--- src/rtl/m_axi_lite_write_pkg.sv ---
// rtl/m_axi_lite_write_pkg.sv - shared types and constants for the AXI4-Lite write master and responder
package m_axi_lite_write_pkg;

    localparam int ADDR_W    = 32;
    localparam int DATA_W    = 32;
    localparam int STRB_W    = 4;
    localparam int MEM_DEPTH = 32;

    typedef enum logic [1:0] {
        IDLE,
        SEND,
        RESP
    } state_t;

    localparam logic [1:0] RESP_OKAY   = 2'b00;
    localparam logic [1:0] RESP_SLVERR = 2'b10;

    // Merge new_word into old_word, byte lane by byte lane, where strb is set.
    function automatic logic [DATA_W-1:0] apply_strb(
        input logic [DATA_W-1:0] old_word,
        input logic [DATA_W-1:0] new_word,
        input logic [STRB_W-1:0] strb
    );
        logic [DATA_W-1:0] merged;
        merged = old_word;
        for (int b = 0; b < STRB_W; b++) begin
            if (strb[b]) begin
                merged[8*b +: 8] = new_word[8*b +: 8];
            end
        end
        return merged;
    endfunction

endpackage

--- src/rtl/m_axi_lite_write.sv ---
// rtl/m_axi_lite_write.sv - AXI4-Lite write-only master: latch request, drive AW/W, wait for B
import m_axi_lite_write_pkg::*;

module m_axi_lite_write (
    input  logic              i_clk,
    input  logic              i_resetn,
    input  logic              i_wr,
    input  logic [DATA_W-1:0] i_din,
    input  logic [STRB_W-1:0] i_strb,
    input  logic [ADDR_W-1:0] i_addrin,
    output logic              m_axi_awvalid,
    input  logic              m_axi_awready,
    output logic [ADDR_W-1:0] m_axi_awaddr,
    output logic              m_axi_wvalid,
    input  logic              m_axi_wready,
    output logic [DATA_W-1:0] m_axi_wdata,
    output logic [STRB_W-1:0] m_axi_wstrb,
    input  logic              m_axi_bvalid,
    output logic              m_axi_bready,
    input  logic [1:0]        m_axi_bresp
);

    state_t state;
    logic   aw_fire;
    logic   w_fire;
    logic   aw_done;
    logic   w_done;
    logic   bresp_unused;

    assign aw_fire = m_axi_awvalid && m_axi_awready;
    assign w_fire  = m_axi_wvalid && m_axi_wready;

    // A channel counts as done if it already completed or completes on this edge.
    assign aw_done = !m_axi_awvalid || m_axi_awready;
    assign w_done  = !m_axi_wvalid || m_axi_wready;

    // Every response code is accepted; there is no retry path.
    assign bresp_unused = ^m_axi_bresp;

    always_ff @(posedge i_clk) begin
        if (!i_resetn) begin
            state         <= IDLE;
            m_axi_awvalid <= 1'b0;
            m_axi_wvalid  <= 1'b0;
            m_axi_bready  <= 1'b0;
            m_axi_awaddr  <= '0;
            m_axi_wdata   <= '0;
            m_axi_wstrb   <= '0;
        end else begin
            case (state)
                IDLE: begin
                    if (i_wr) begin
                        m_axi_awaddr  <= i_addrin;
                        m_axi_wdata   <= i_din;
                        m_axi_wstrb   <= i_strb;
                        m_axi_awvalid <= 1'b1;
                        m_axi_wvalid  <= 1'b1;
                        state         <= SEND;
                    end
                end
                SEND: begin
                    if (aw_fire) begin
                        m_axi_awvalid <= 1'b0;
                    end
                    if (w_fire) begin
                        m_axi_wvalid <= 1'b0;
                    end
                    if (aw_done && w_done) begin
                        m_axi_bready <= 1'b1;
                        state        <= RESP;
                    end
                end
                RESP: begin
                    if (m_axi_bvalid && m_axi_bready) begin
                        m_axi_bready <= 1'b0;
                        state        <= IDLE;
                    end
                end
                default: state <= IDLE;
            endcase
        end
    end

endmodule

--- config.mk ---
export PLATFORM = sky130hd
export DESIGN_NAME = m_axi_lite_write
export DESIGN_NICKNAME = d
export VERILOG_FILES = /design/src/rtl/m_axi_lite_write_pkg.sv /design/src/rtl/m_axi_lite_write.sv
export SDC_FILE = /design/constraint.sdc
export NUM_CORES = 1
export LEC_CHECK = 0
export BUFFER_PORTS_ARGS = -buffer_cell sky130_fd_sc_hd__buf_2
export CORE_ASPECT_RATIO = 1.5
export CORE_UTILIZATION = 40
export DETAILED_ROUTE_END_ITERATION = 16
export HOLD_SLACK_MARGIN = 0.02
export PLACE_DENSITY = 0.8
export SYNTH_ARGS = -nofsm -noshare
export SYNTH_HDL_FRONTEND = slang
export SYNTH_SLANG_ARGS = --single-unit
export TNS_END_PERCENT = 100
--- constraint.sdc ---
create_clock -name i_clk -period 1.3 [get_ports i_clk]
set_input_delay 0.065 -clock i_clk [delete_from_list [all_inputs] [get_ports i_clk]]
set_output_delay 0.065 -clock i_clk [all_outputs]
set_load 0.01 [all_outputs]
==> impl_results.md <==
* Post-DR vias/cell at 5.17
* CTS tree: done
* Setup crit start kind: flip-flop
* DRC Markers at 0
* Synthesized cell area at 2690 sq um
* Syn Area/Cell at 8.11 sq um
* Setup ws final at -0.0134 ns
* Peak supply drop at 0.885 mV
* WP data arrival at 1.54 ns
* CORE AREA at between 6000 and 7000 sq um
* Final non-filler cell area at 4660 sq um
* Die Span Y at approximately 100 microns
* Maximum clock path buffer count at 2
* Post-CTS Setup Inserts at 0
* Most frequent cells after synthesis: 73 x dfxtp_1, 69 x nand2_1, 69 x nand3_1
* Final Max Slew Viols at 0
* Initial Util at 0.414
* Area grow syn2layout at 73.5%
* Worst Tran Pin Value at 0.416 ns
* Congestion Overflow GR at 0
* Wire length on met1 at about 3600 microns
* DP Area at 3450 sq um
* Skew-Pair Late Insertion Delay at roughly 0.34 ns
* DR WL/cell at 15.7 microns
* Clock-pin transition on the worst setup and hold timing paths at roughly 0.080 ns
* Largest net degree at the start of global routing at 76
* Setup WS pre-CTS at -0.00475 ns
* Worst-path maximum fanout at 9
* Sequential cell area at 1460 sq um
* Worst setup EP type: flip-flop
* Die X at a little under 70 microns
* Die area at 7050 sq um
* Post-detail-place hpwl at 4350 microns
* # nets final at 623
* 1st-iter DRT viols at 214
* Post-synthesis cell type count at 19
* Async SR Flop Fraction at 0
* Layout cells sized above 1 at 0.361
* Register bit total from synthesis at 73
* 1st-pass router iterations at 5
* Metal3 WL at 712 microns
* Post-synth top area share at 0.544
* Mapped Nets at 407
* Top Layer Used: met4
* Final worst-path cycle share at 1.01
* Pwr per Cell Area at between 1000 and 1500 nW/um^2
* RSZ-0062 raised after global routing: true
* Fillers at roughly 470
* Worst hold path type: in -> reg
* FP Rows at 36
* All-Layer GR Usage at 0.228
* Critical Setup Path Class: reg -> reg
* Sink Count at 73
* Final Setup Violations at 3
* # port buffers at around 140
* First-pass GRT wire length at roughly 12000 microns
* Post-synth EDFFs at 0
* Max-cap violations at 0
* Minimum clock period at 1.31 ns
* Wire length on met2 at 5260 microns
* Via count at roughly 3200
* Total Power at 5430 uW
* H-tree level count at 3
* Final hold violation count at 0
* Footprint of the multi-input gates at 1140 sq um
* Synth top area cells: dfxtp_1 54%, nand3_1 13%, nand2_1 9.6%
* Initial antenna violation count at 0
* Leakage at 0.00217 uW
* Ant diodes at 0
* Dominant cell by count in the synthesized netlist: dfxtp_1
* Leading area contributor after synthesis: dfxtp_1
* Status: finished, violations left
* Post-synthesis sequential area ratio at 0.544
* Reg2Reg Setup Slack at -0.01 ns
* Worst Clk Skew at 0.0103 ns
* Root buf cell: clkbuf_8
* Top_reg_cell synth: dfxtp_1
* Clock buffer count from CTS at 9
* Final wirelength at ~10000 microns
* Gate Count Post-Synth at 331
* Routability cong. at 0.753
* Number of top-level pins at 147
* Ys Warns at 0
* Antenna-violating nets left at 0
* Peak Freq at 0.761 GHz
* WP data required at 1.53 ns
* Setup TNS at -0.0235 ns
* Worst slew margin at 0.723
* Vias in the first global route at 2719
* Failing checks: setup timing
per-stage QoR:
| step | utilization | cells | hold slack (ns) |
|---|---|---|---|
| 2_1_floorplan | - | 331 | 0.159 |
| 3_5_place_dp | 0.531 | 527 | 0.274 |
| 4_1_cts | 0.664 | 612 | 0.0572 |
| 3_3_place_gp | 0.531 | 527 | 0.262 |
| 5_1_grt | 0.718 | 627 | 0.113 |
| 6_report | 0.718 | 627 | 0.0660 |
area by class of cell:
| type | count | share of cell area |
|---|---|---|
| Multi-Input combinational cell | 224 | 0.245 |
| Tap cell | 76 | 0.0204 |
| Timing Repair Buffer | 234 | 0.381 |
| Sequential cell | 73 | 0.314 |
| Inverter | 5 | 0.00403 |
| Clock inverter | 3 | 0.00376 |
| Clock buffer | 12 | 0.0312 |
placed cells by master (no fill, tap or decap), types with 6 or more instances in the layout:
cell type	synthesis	layout
dfxtp_1	73	71
nand3_2	0	12
dlygate4sd3_1	0	70
clkbuf_16	0	7
buf_6	5	6
nand2_1	69	69
buf_2	6	143
o21ai_1	30	52
clkbuf_8	0	10
nand3_1	69	57
o21ai_0	42	17
report_power, final:
group	switching, uW	internal, uW	leakage (uW)
Combinational	676	676	0.00149
Sequential	112	2430	0.000601
Clock	804	730	0.0000822
per-layer routing:
| layer | vias to the layer above | GRT usage |
|---|---|---|
| li1 | 1562 | - |
| met4 | 0 | 0.132 |
| met2 | 160 | 0.409 |
| met3 | 31 | 0.0580 |
| met5 | - | 0 |
| met1 | 1491 | 0.228 |
final timing paths:
check,endpoint,depth (start not counted),from
worst min-delay path,state[1],4,m_axi_bvalid
worst max register to register,m_axi_awaddr[0],4,state[0]
worst max-delay path,m_axi_awaddr[0],4,state[0]
worst min register to register,m_axi_wdata[23],2,m_axi_wdata[23]
worst max-delay path, cell delays in order, from the launching register on:
cell and delay [ns]:
dfxtp_2 0.34, or3b_4 0.48, clkbuf_16 0.20, nand3_1 0.09, o21ai_0 0.08
state kept, by name (all words and copies together) (netlist names):
signal,count
m_axi_wdata,32
m_axi_awvalid,1
m_axi_awaddr,32
state,2
m_axi_wvalid,1
m_axi_bready,1
m_axi_wstrb,4
cell families after synthesis:
family	synth area share
DFF	0.544
and+or+nand+nor	0.237
AOI/OAI and AO/OA	0.151
buffers and inverters	0.0676
repair_timing:
action / CTS / global route
gates resized for setup: 0 / 46
cloned: 0 / 15
pin swaps: 0 / 4
hold buffers: 70 / 0
setup endpoints to repair: 2 / 65
hold endpoints to repair: 70 / 0
No activity file was read; power rests on OpenSTA's default activity.
